--- src/rtl/sys_ctrl_fsm.sv ---
// ----------------------------------------------------------------------------
// sys_ctrl_fsm
//
// Command-decoding controller between the UART RX deserializer and the
// register file / ALU. Byte-framed commands arrive on RX_P_DATA/RX_D_VLD and
// are turned into single-cycle register write/read strobes and ALU launches.
// Read data and ALU results are returned as bytes on the TX push interface.
//
// Command frames (first byte is the opcode):
//   0xAA addr data   register write
//   0xBB addr        register read, one response byte
//   0xCC A B fun     write operands to regs 0/1, run ALU, two response bytes
//   0xDD fun         run ALU on current regs 0/1, two response bytes
//   anything else    dropped while idle
//
// Ports:
//   CLK, RST        clock (rising edge), asynchronous active-high reset
//   RX_P_DATA       received byte, qualified by RX_D_VLD (one-cycle pulse)
//   RD_DATA         register file read data, qualified by RD_DATA_VLD
//   ALU_OUT         ALU result, qualified by ALU_OUT_VLD
//   TX_FULL         TX queue cannot accept a byte
//   WrEn, RdEn      one-cycle register write / read strobes
//   ADDR, WR_DATA   register address and write data
//   ALU_EN, ALU_FUN one-cycle ALU launch and function select
//   CLK_GATE_EN     ALU clock-gate enable, held from launch until result
//   TX_P_DATA       byte to transmit, pushed by one-cycle TX_D_VLD
//
// Optional build macro:
//   SYS_CTRL_TIMEOUT_EN  when defined, a frame that stalls for TIMEOUT_CYC
//                        cycles between bytes is abandoned and the FSM
//                        returns to IDLE without issuing the pending strobe.
// ----------------------------------------------------------------------------
module sys_ctrl_fsm #(
    parameter int DATA_WD     = 8,
    parameter int ADDR_WD     = 4,
    parameter int ALU_OUT_WD  = 16,
    parameter int FUN_WD      = 4,
    parameter int TIMEOUT_CYC = 1024
) (
    input  logic                  CLK,
    input  logic                  RST,
    input  logic [DATA_WD-1:0]    RX_P_DATA,
    input  logic                  RX_D_VLD,
    input  logic [DATA_WD-1:0]    RD_DATA,
    input  logic                  RD_DATA_VLD,
    input  logic [ALU_OUT_WD-1:0] ALU_OUT,
    input  logic                  ALU_OUT_VLD,
    input  logic                  TX_FULL,
    output logic                  WrEn,
    output logic                  RdEn,
    output logic [ADDR_WD-1:0]    ADDR,
    output logic [DATA_WD-1:0]    WR_DATA,
    output logic                  ALU_EN,
    output logic [FUN_WD-1:0]     ALU_FUN,
    output logic                  CLK_GATE_EN,
    output logic [DATA_WD-1:0]    TX_P_DATA,
    output logic                  TX_D_VLD
);

    localparam logic [DATA_WD-1:0] OPC_WRITE   = DATA_WD'(8'hAA);
    localparam logic [DATA_WD-1:0] OPC_READ    = DATA_WD'(8'hBB);
    localparam logic [DATA_WD-1:0] OPC_ALU_OP  = DATA_WD'(8'hCC);
    localparam logic [DATA_WD-1:0] OPC_ALU_NOP = DATA_WD'(8'hDD);

    // The counter below needs at least one cycle of headroom to be meaningful.
    if (TIMEOUT_CYC < 2) begin : g_bad_timeout
        $error("sys_ctrl_fsm: TIMEOUT_CYC must be at least 2");
    end

    // State names carry an S_ prefix so they do not collide with the
    // WR_DATA / ALU_FUN port names.
    typedef enum logic [3:0] {
        S_IDLE,
        S_WR_ADDR,
        S_WR_DATA,
        S_RD_ADDR,
        S_RD_WAIT,
        S_OP_A,
        S_OP_B,
        S_ALU_FUN,
        S_ALU_WAIT,
        S_TX_LO,
        S_TX_HI
    } state_t;

    state_t                  state;
    logic [ADDR_WD-1:0]      addr_reg;
    logic [ALU_OUT_WD-1:0]   result_reg;
    logic                    is_read;
    logic                    timeout_hit;

`ifdef SYS_CTRL_TIMEOUT_EN
    localparam int CNT_W = $clog2(TIMEOUT_CYC) + 1;

    logic [CNT_W-1:0] idle_cnt;
    logic             byte_state;

    // Only states that are waiting for a frame byte are subject to timeout.
    assign byte_state = (state == S_WR_ADDR) || (state == S_WR_DATA) ||
                        (state == S_RD_ADDR) || (state == S_OP_A)    ||
                        (state == S_OP_B)    || (state == S_ALU_FUN);

    // Fires on the last of TIMEOUT_CYC consecutive byte-less cycles.
    assign timeout_hit = byte_state && !RX_D_VLD &&
                         (idle_cnt == CNT_W'(TIMEOUT_CYC - 1));

    always_ff @(posedge CLK or posedge RST) begin
        if (RST) begin
            idle_cnt <= '0;
        end else if (!byte_state || RX_D_VLD || timeout_hit) begin
            idle_cnt <= '0;
        end else begin
            idle_cnt <= idle_cnt + CNT_W'(1);
        end
    end
`else
    assign timeout_hit = 1'b0;
`endif

    // Single registered FSM. Strobes default low every cycle so each one is
    // exactly one cycle wide; ADDR/WR_DATA/ALU_FUN/TX_P_DATA hold their last
    // value between strobes.
    always_ff @(posedge CLK or posedge RST) begin
        if (RST) begin
            state       <= S_IDLE;
            addr_reg    <= '0;
            result_reg  <= '0;
            is_read     <= 1'b0;
            WrEn        <= 1'b0;
            RdEn        <= 1'b0;
            ADDR        <= '0;
            WR_DATA     <= '0;
            ALU_EN      <= 1'b0;
            ALU_FUN     <= '0;
            CLK_GATE_EN <= 1'b0;
            TX_P_DATA   <= '0;
            TX_D_VLD    <= 1'b0;
        end else begin
            WrEn     <= 1'b0;
            RdEn     <= 1'b0;
            ALU_EN   <= 1'b0;
            TX_D_VLD <= 1'b0;

            if (timeout_hit) begin
                // Abandon the partial frame; operand writes already issued stay.
                state <= S_IDLE;
            end else begin
                case (state)
                    S_IDLE: begin
                        if (RX_D_VLD) begin
                            if (RX_P_DATA == OPC_WRITE) begin
                                state <= S_WR_ADDR;
                            end else if (RX_P_DATA == OPC_READ) begin
                                state <= S_RD_ADDR;
                            end else if (RX_P_DATA == OPC_ALU_OP) begin
                                state <= S_OP_A;
                            end else if (RX_P_DATA == OPC_ALU_NOP) begin
                                state <= S_ALU_FUN;
                            end
                        end
                    end

                    S_WR_ADDR: begin
                        if (RX_D_VLD) begin
                            addr_reg <= RX_P_DATA[ADDR_WD-1:0];
                            state    <= S_WR_DATA;
                        end
                    end

                    S_WR_DATA: begin
                        if (RX_D_VLD) begin
                            WrEn    <= 1'b1;
                            ADDR    <= addr_reg;
                            WR_DATA <= RX_P_DATA;
                            state   <= S_IDLE;
                        end
                    end

                    S_RD_ADDR: begin
                        if (RX_D_VLD) begin
                            RdEn  <= 1'b1;
                            ADDR  <= RX_P_DATA[ADDR_WD-1:0];
                            state <= S_RD_WAIT;
                        end
                    end

                    S_RD_WAIT: begin
                        if (RD_DATA_VLD) begin
                            result_reg <= ALU_OUT_WD'(RD_DATA);
                            is_read    <= 1'b1;
                            state      <= S_TX_LO;
                        end
                    end

                    S_OP_A: begin
                        if (RX_D_VLD) begin
                            WrEn    <= 1'b1;
                            ADDR    <= '0;
                            WR_DATA <= RX_P_DATA;
                            state   <= S_OP_B;
                        end
                    end

                    S_OP_B: begin
                        if (RX_D_VLD) begin
                            WrEn    <= 1'b1;
                            ADDR    <= ADDR_WD'(1);
                            WR_DATA <= RX_P_DATA;
                            state   <= S_ALU_FUN;
                        end
                    end

                    S_ALU_FUN: begin
                        if (RX_D_VLD) begin
                            CLK_GATE_EN <= 1'b1;
                            ALU_EN      <= 1'b1;
                            ALU_FUN     <= RX_P_DATA[FUN_WD-1:0];
                            state       <= S_ALU_WAIT;
                        end
                    end

                    S_ALU_WAIT: begin
                        // The gate stays open until the result has been captured.
                        if (ALU_OUT_VLD) begin
                            result_reg  <= ALU_OUT;
                            is_read     <= 1'b0;
                            CLK_GATE_EN <= 1'b0;
                            state       <= S_TX_LO;
                        end
                    end

                    S_TX_LO: begin
                        if (!TX_FULL) begin
                            TX_D_VLD  <= 1'b1;
                            TX_P_DATA <= result_reg[DATA_WD-1:0];
                            state     <= is_read ? S_IDLE : S_TX_HI;
                        end
                    end

                    S_TX_HI: begin
                        if (!TX_FULL) begin
                            TX_D_VLD  <= 1'b1;
                            TX_P_DATA <= result_reg[ALU_OUT_WD-1 -: DATA_WD];
                            state     <= S_IDLE;
                        end
                    end

                    default: begin
                        state <= S_IDLE;
                    end
                endcase
            end
        end
    end

endmodule
--- config.mk ---
export PLATFORM = sky130hd
export DESIGN_NAME = sys_ctrl_fsm
export DESIGN_NICKNAME = d
export VERILOG_FILES = /design/src/rtl/sys_ctrl_fsm.sv
export SDC_FILE = /design/constraint.sdc
export NUM_CORES = 1
export LEC_CHECK = 0
export ABC_AREA = 1
export BUFFER_PORTS_ARGS = -buffer_cell sky130_fd_sc_hd__buf_2
export CAP_MARGIN = 20
export CORE_MARGIN = 10
export CORE_UTILIZATION = 48
export DETAILED_ROUTE_END_ITERATION = 8
export GPL_TIMING_DRIVEN = 0
export PLACE_DENSITY = 0.82
export SYNTH_ARGS = -nofsm -noshare
export SYNTH_HDL_FRONTEND = slang
export SYNTH_SLANG_ARGS = --single-unit
--- constraint.sdc ---
create_clock -name CLK -period 1.5 [get_ports CLK]
set_input_delay 0.075 -clock CLK [delete_from_list [all_inputs] [get_ports CLK]]
set_output_delay 0.075 -clock CLK [all_outputs]
set_load 0.05 [all_outputs]
==> results of run 1 <==
## where the power goes
part           switching (mW)  internal (mW)  total (mW)
Clock                   0.492          0.501       0.993
Sequential              0.358           2.07        2.43
Combinational            2.60           1.15        3.76
## cells in the mapped netlist, drive strengths merged
cell    count
clkbuf      1
or2         8
nand2     131
o21ai      33
clkinv      1
dfrtp      54
buf         3
inv        35
nor2       27
o211ai     16
o21a        1
nand3b      1
a21oi       1
nand3      14
## final timing paths
path	end	slack [ps]
setup / recovery	result_reg[1]$_DFFE_PP0P_	20
hold / removal	result_reg[3]$_DFFE_PP0P_	0.7
setup reg to reg	result_reg[1]$_DFFE_PP0P_	20
hold reg to reg	result_reg[3]$_DFFE_PP0P_	490
max in group asynchronous	state[0]$_DFFE_PP0P_	540
min in group asynchronous	ALU_EN$_DFF_PP0_	380
## stage by stage
stage	setup WS (ps)	setup TNS (ps)	power (mW)	utilization, %	cell area, µm²
after floorplan	110	0	5.01	-	2660
after detailed placement	-194	-2060	5.86	57.0	3100
final	15.8	0	7.18	63.9	3480
after CTS	-9.39	-19.8	6.92	61.3	3340
after global placement	-534	-29930	5.74	56.6	3080
after global routing	-112	-826	7.67	63.9	3480
## cells by family (layout without fill, tap and decap cells)
| logic type | count (synthesis) | after routing | synth area share, % |
|---|---|---|---|
| compound gates | 51 | 51 | 12.8 |
| flops | 54 | 54 | 50.8 |
| simple gates | 181 | 181 | 30.1 |
| buf+inv | 40 | 131 | 6.26 |
## timing repair
action / in CTS / in global routing
pin swaps: 1 / 5
setup endpoints to repair: 25 / 43
gates cloned: 0 / 2
setup buffers: 2 / 3
hold buffers: 9 / 0
endpoints found under the hold margin: 35 / 0
gates resized for setup: 5 / 22
## layer usage
layer	part of all wire, %	routed length, µm	global-route usage [%]	vias to the layer above
met5	0	0	0	-
li1	-	-	-	1218
met2	51	3550	28.0	73
met4	2.7	193	5.57	0
met1	40	2830	18.3	1147
met3	6.5	454	4.52	16
## worst max-delay path, cell delays in order (launching register included)
cell and delay, ps:
dfrtp_2 480, nor2_4 180, buf_4 140, nand3_2 90
nand2_2 130, nor2_8 70, buf_12 150, o211ai_1 70
nand2_1 60
## layout make-up
cell class	instances	area [µm²]
inverters	36	143
repair buffers	82	515
clock inverters	3	43.8
fillers	470	1960
flip-flops and latches	54	1360
clock buffers	5	68.8
multi-input cells	232	1210
repair inverters	1	7.51
well taps	72	90.1
plain buffers	4	40.0
## placed cells by master (no fill, tap or decap)
master	instances
dlygate4sd3_1	9
nor2_2	8
inv_6	1
inv_2	7
o211ai_1	14
nand3_2	3
bufinv_16	1
buf_2	67
buf_6	1
a21oi_1	1
dfrtp_1	50
o21ai_2	9
nor2_1	9
o211ai_2	2
o21ai_0	17
nand3b_1	1
nor2_8	2
clkbuf_1	1
clkinvlp_4	3
o21a_1	1
nand3_1	11
nand2_2	3
buf_12	3
nand2_1	126
clkinv_2	1
buf_4	4
nand2_4	2
clkbuf_8	5
o21ai_1	7
clkbuf_16	1
dfrtp_2	4
nor2_4	8
inv_1	27
or2_2	8
==> qor.yml, run 1 <==
floorplan:
  pin_count: 67
  rows: 27
  coreArea_mm2: 0.00544
  dieArea_mm2: 0.00892
  die_w_um: 94.4
  start_util_pct: 48.9
  die_height_um: 94.4
drt:
  drt_wl_total_mm: 7.03
  vias_per_cell: 5.02
  dr.pass1.iters: 4
  routedWlPerCell_um: 14.4
  drc: 0
  ant_nets: 0
  drtIter0Drc: 110
  vias: 2454
timing:
  max_slew_margin_pct: 58.6
  whs_ps: 0.738
  post-route-period-util_pct: 98.9
  setup_violations: 0
  finalMaxSlewViolations: 0
  tightest_slew_ps: 620
  rsz0062_at_grt: "true"
  period_minus_slack_ps: 1480
  fin_skew_ps: 6.91
  fmax_ghz: 0.674
  hold_violations: 0
clocking:
  cts.path.max_buffers: 2
  clkTransAtPathRegs_ps: 100
  cts_tree: "yes"
  htree_levels: 2
  clock_latency_ps: 310
  cts_root_buf: "clkbuf_8"
  cts_buffers: 5
  cts_num_sinks: 54
layout:
  area_delta_synth_final_pct: 30.7
  layout.cells.non_filler: 489
  largest_reg_flops: 16
  antenna_cells: 0
  nets: 454
  drive_gt1_share_pct: 34.3
global_routing:
  grt_overflow: 0
  track_usage_pct: 16.0
  antenna_found_initial: 0
  grt_pass1_wl_mm: 11.6
  grt_pass1_vias: 2486
  grt_max_degree: 29
logic_synthesis:
  netlist_area_mm2: 0.00266
  avgSynthCellArea_um2: 8.16
  ys_top_cells_by_area: "dfrtp_1 51%, nand2_1 18%, inv_1 4.1%, o211ai_1 4.0%, o21ai_0 3.2%"
  yosys.area.top_type: "dfrtp_1"
  yosys_register_bits: 54
  ys_types: 24
  ys_seq_area_share_pct: 50.8
  syn_nets: 364
  synth_top_area_share_pct: 50.8
  netlist_instances: 326
  synth_warnings: 0
flow_run:
  maxCapViolations: 0
power:
  peakVddDrop_uv: 1330
  p_leak_nw: 1.88
  p_per_area_mw_per_mm2: 2070
setup_path:
  crit_start: "state[1]$_DFFE_PP0P_"
  r2r-start: "state[1]$_DFFE_PP0P_"
  path_class: "flip-flop to flip-flop"
  worstPathRequired_ps: 1700
  worstPathMaxFanout: 6
  crit_path_end_kind: "flip-flop"
  worstSetupStartpointType: "flip-flop"
  reg2reg_depth: 8
  cp.arrival_ps: 1680
place:
  dp.cells: 465
  portBuffers: 66
  dpl.hpwl_mm: 5.20
  gp_congestion: 0.885
status:
  run_status: "complete, no violations"
min_path:
  hp-class: "input port to flip-flop"
  whs_path_depth: 3
  hp-start: "ALU_OUT[3]"
(Power assumes the default switching activity.)
==> inputs of run 2 (changes only) <==
Settings changed: BUFFER_PORTS_ARGS -buffer_cell sky130_fd_sc_hd__buf_2 to -buffer_cell sky130_fd_sc_hd__clkbuf_2, CORE_UTILIZATION 48 to 53, PLACE_DENSITY 0.82 to 0.86.
Clock period 1.5 ns to 1.6 ns, I/O delays scaled along.
==> run 2 against run 1 <==
Against the previous run: critical path depth down 2; sequential power down 5%; non-clock buffer count shrank 5; global-route usage increased by 0.54 points; routed wire length shrank 1.2%; fmax shrank 6.9%; worst hold slack better by 15 ps.
==> qor.yml, run 2 (same netlist as run 1, synthesis figures left out) <==
status:
  run_status: "complete, no violations"
layout:
  layout_commonest_cell: "nand2_1"
  fillCellCount: 387
  antenna_cells: 0
  nets: 448
  design_area_mm2: 0.00330
  utilization_pct: 69.0
  drive_gt1_share_pct: 31.4
  mostFrequentLayoutCells: "128 x nand2_1, 66 x clkbuf_2, 51 x dfrtp_1"
  largest_reg_flops: 16
  seqCellArea_mm2: 0.00136
  area_delta_synth_final_pct: 24.1
  multiInputGateArea_mm2: 0.00116
clocking:
  cts_num_sinks: 54
  cts_buffers: 5
  htree_levels: 2
  clock_latency_ps: 300
  cts.path.max_buffers: 2
  clkTransAtPathRegs_ps: 100
  cts_root_buf: "clkbuf_8"
  cts_tree: "yes"
drt:
  routedWlPerCell_um: 14.5
  drc: 0
  vias_per_cell: 5.15
  drt_wl_total_mm: 6.94
  dr.pass1.iters: 4
  drtIter0Drc: 159
  vias: 2462
  ant_nets: 0
place:
  placed_area_mm2: 0.00309
  portBuffers: 66
  dpl.hpwl_mm: 5.17
  gp_congestion: 0.901
floorplan:
  coreArea_mm2: 0.00479
  die_w_um: 90.8
  start_util_pct: 55.6
  dieArea_mm2: 0.00825
  pin_count: 67
  rows: 25
  die_height_um: 90.8
power:
  p_leak_nw: 1.80
  swShare_pct: 49.7
  p_total_mw: 6.32
  p_int_mw: 3.18
  p_clk_share_pct: 11.9
  power.switching_mw: 3.14
  p_comb_share_pct: 51.5
  pwr-share-seq_pct: 36.6
  peakVddDrop_uv: 1100
  p_per_area_mw_per_mm2: 1910
timing:
  post-route-period-util_pct: 99.6
  max_slew_margin_pct: 62.0
  period_minus_slack_ps: 1590
  fmax_ghz: 0.627
  finalMaxSlewViolations: 0
  tns_ps: 0
  tightest_slew_ps: 569
  setup_violations: 0
  fin_skew_ps: 7.72
  rsz0062_at_grt: "true"
  hold_violations: 0
global_routing:
  grt_pass1_vias: 2397
  antenna_found_initial: 0
  grt_pass1_wl_mm: 11.5
  track_usage_pct: 16.5
  grt_overflow: 0
  grt_max_degree: 30
setup_path:
  r2r_setup_slack_ps: 6
  crit_path_end_kind: "flip-flop"
  path_class: "flip-flop to flip-flop"
  worstPathRequired_ps: 1790
  cp.arrival_ps: 1790
  worstPathMaxFanout: 8
  worstSetupStartpointType: "flip-flop"
min_path:
  hp-class: "input port to flip-flop"
flow_run:
  maxCapViolations: 0
run 2: changes by cell type in the layout (fill, tap and decap cells not counted), sizes merged:
cell and delta:
clkbuf +65, bufinv -1, clkinv +2, buf -68, dlygate4sd3 -2, inv -1, clkinvlp -1
run 2: what timing repair did:
item	CTS	global route
pin swaps	0	2
gates cloned	0	0
resized for setup	1	8
setup endpoints to repair	6	20
setup buffers	0	3
hold buffers	7	0
endpoints found under the hold margin	31	0
run 2: power groups by stage:
stage / Sequential [mW] / Clock (mW) / Combinational, mW
final: 2.31 / 0.752 / 3.25
after floorplan: 3.19 / 0 / 1.51
after detailed placement: 2.31 / 0 / 3.17
after CTS: 2.29 / 0.766 / 3.20
after global placement: 2.28 / 0 / 3.08
after global routing: 2.37 / 0.826 / 3.57
run 2: final timing paths:
| kind | depth (start not counted) | start | endpoint |
|---|---|---|---|
| worst min-delay path | 3 | ALU_OUT[12] | result_reg[12]$_DFFE_PP0P_ |
| min in group asynchronous | 3 | RST | result_reg[13]$_DFFE_PP0P_ |
| max in group asynchronous | 4 | RST | state[2]$_DFFE_PP0P_ |
| worst min register to register | 2 | ADDR[1]$_DFFE_PP0P_ | ADDR[1]$_DFFE_PP0P_ |
| worst max-delay path | 6 | state[0]$_DFFE_PP0P_ | result_reg[1]$_DFFE_PP0P_ |
| worst max register to register | 6 | state[0]$_DFFE_PP0P_ | result_reg[1]$_DFFE_PP0P_ |
run 2: through the flow:
step                hold slack [ps]  std cells  worst slack (ps)
floorplan                       190        326               205
global placement                291        459              -369
detailed placement              148        460             -1.94
CTS                            6.44        475              37.2
global route                   17.8        478             -58.3
finish                         15.3        478              5.68
run 2: per-layer routing:
| layer | GRT usage, % | wire (µm) |
|---|---|---|
| met2 | 29.0 | 3610 |
| met3 | 3.16 | 351 |
| met5 | 0 | 0 |
| met4 | 3.79 | 104 |
| met1 | 20.4 | 2880 |
run 2: layout make-up:
class                      instances  share of cell area [%]
multi-input combinational        232                    35.1
buffer                             4                   0.947
clock inverter                     3                   0.644
sequential                        54                    41.0
timing repair buffer              77                    13.4
inverter                          36                    4.21
tap                               67                    2.54
clock buffer                       5                    2.08
run 2: critical path: stages (launching register included):
cell        delay [ps]
dfrtp_2            480
nor2_4             190
inv_2               80
nor2_4             180
clkinvlp_4         220
o211ai_1           260
nand2_1             80
==> inputs of run 3 (changes only) <==
Settings changed: PLACE_DENSITY 0.86 to 0.88.
==> run 3 against run 2 <==
Against the previous run: die area is the same; clock power grew 46%; sequential share of layout area shrank 0.93 points; worst hold slack lost 4.6 ps; cell area grew 2.2%; power grew 5.4%; routed wire length shrank 4.4%; sequential power is essentially flat; utilization grew 1.5 points; first-iteration DRC count shrank 5.7%; clock-buffer cell count grew 1; worst setup slack gained 98 ps; largest cell class unchanged; highest routed layer unchanged.
==> qor.yml, run 3 (same netlist as run 1, synthesis figures left out) <==
status:
  run_status: "complete, no violations"
floorplan:
  rows: 25
  coreArea_mm2: 0.00479
  pin_count: 67
  die_w_um: 90.8
  die_height_um: 90.8
  dieArea_mm2: 0.00825
  start_util_pct: 55.6
drt:
  vias: 2422
  drc: 0
  vias_per_cell: 5.05
  ant_nets: 0
  drtIter0Drc: 150
  routedWlPerCell_um: 13.8
  dr.pass1.iters: 5
  drt_wl_total_mm: 6.64
min_path:
  hp-start: "ALU_OUT[3]"
  hp-class: "input port to flip-flop"
  hold_end: "result_reg[3]$_DFFE_PP0P_"
  whs_path_depth: 3
setup_path:
  path_delay_family: "simple AND/OR/NAND/NOR gates"
  reg2reg_depth: 8
  cp.arrival_ps: 1690
  slowest_stage: "dfrtp_2"
  worstPathRequired_ps: 1800
  r2r-end: "result_reg[7]$_DFFE_PP0P_"
  path_class: "flip-flop to flip-flop"
  worstPathMaxFanout: 10
  r2r_setup_slack_ps: 100
  worst_path_largest_cell_delay_ps: 470
  crit_path_end_kind: "flip-flop"
  worstSetupStartpointType: "flip-flop"
  cp_num_buf_inv: 2
  path_cells: "nor2_4 -> buf_4 -> nand3_1 -> nand2_2 -> nor2_8 -> buf_8 -> o211ai_2 -> nand2_1"
  r2r-start: "state[1]$_DFFE_PP0P_"
place:
  placed_area_mm2: 0.00309
  dpl.hpwl_mm: 4.89
  pre_cts_slack_ps: -5.53
  gp_congestion: 0.910
  portBuffers: 66
clocking:
  cts_buffers: 5
  cts_num_sinks: 54
  cts.path.max_buffers: 2
  clock_latency_ps: 310
  htree_levels: 2
  clkTransAtPathRegs_ps: 100
  cts_root_buf: "clkbuf_8"
  cts_tree: "yes"
power:
  p_per_area_mw_per_mm2: 1970
  peakVddDrop_uv: 923
  p_leak_nw: 1.84
  p_total_mw: 6.66
timing:
  tightest_slew_ps: 555
  max_slew_margin_pct: 63.0
  setup_violations: 0
  tns_ps: 0
  period_minus_slack_ps: 1500
  worst_slack_ps: 103
  fin_skew_ps: 7.88
  post-route-period-util_pct: 93.5
  finalMaxSlewViolations: 0
  hold_violations: 0
  fmax_ghz: 0.668
layout:
  largest_reg_flops: 16
  utilization_pct: 70.5
  design_area_mm2: 0.00338
  nets: 450
  mostFrequentLayoutCells: "127 x nand2_1, 66 x clkbuf_2, 52 x dfrtp_1"
  antenna_cells: 0
  drive_gt1_share_pct: 31.0
  area_delta_synth_final_pct: 26.9
  layout_commonest_cell: "nand2_1"
flow_run:
  maxCapViolations: 0
global_routing:
  grt_max_degree: 33
  track_usage_pct: 16.4
  antenna_found_initial: 0
  grt_pass1_wl_mm: 11.4
  grt_pass1_vias: 2391
  grt_overflow: 0
==> run 3: routing by layer <==
metal / vias up / track usage, % / part of all wire [%]
li1: 1213 / - / -
met3: 12 / 4.49 / 6.3
met4: 0 / 4.31 / 1.4
met2: 85 / 26.8 / 48
met5: - / 0 / 0
met1: 1112 / 20.7 / 45
==> run 3: how the worst max path moves through the flow <==
stage,from,to,slack [ps],cells after the start
6_report,state[1]$_DFFE_PP0P_,result_reg[7]$_DFFE_PP0P_,100,8
5_1_grt,state[0]$_DFFE_PP0P_,state[0]$_DFFE_PP0P_,-10,9
3_3_place_gp,RST,addr_reg[1]$_DFFE_PP0P_,-370,2
2_1_floorplan,RST,ADDR[0]$_DFFE_PP0P_,210,1
4_1_cts,state[0]$_DFFE_PP0P_,state[2]$_DFFE_PP0P_,30,7
3_5_place_dp,state[0]$_DFFE_PP0P_,result_reg[4]$_DFFE_PP0P_,-6,6
==> run 3: power by group <==
part / total (mW) / switching (mW) / internal (mW)
sequential: 2.29 / 0.348 / 1.94
clock: 1.10 / 0.434 / 0.667
combinational: 3.27 / 2.34 / 0.930
==> run 3: layout make-up <==
type,count,area (µm²)
Clock buffer,6,82.6
Timing Repair Buffer,79,463
Fill cell,378,1410
Multi-Input combinational cell,232,1160
Inverter,36,139
Clock inverter,2,60.1
Tap cell,67,83.8
Buffer,4,31.3
Sequential cell,54,1350
==> run 3: worst min-delay path: cells and delay by family <==
| family | cells | cell delay (ps) |
|---|---|---|
| buf+inv | 1 | 80 |
| compound gates | 1 | 70 |
| simple gates | 1 | 60 |
==> run 3: stage by stage <==
step	std cells	hold WS, ps
finish	480	10.7
global route	480	26.3
CTS	477	16.4
detailed placement	460	115
global placement	459	290
floorplan	326	190
==> run 3: what timing repair did <==
item                       in CTS  in global routing
pin swaps                       0                  3
setup buffers                   0                  3
hold endpoints to repair       30                  0
setup endpoints to repair       7                 38
hold buffers                    9                  0
resized for setup               1                  7
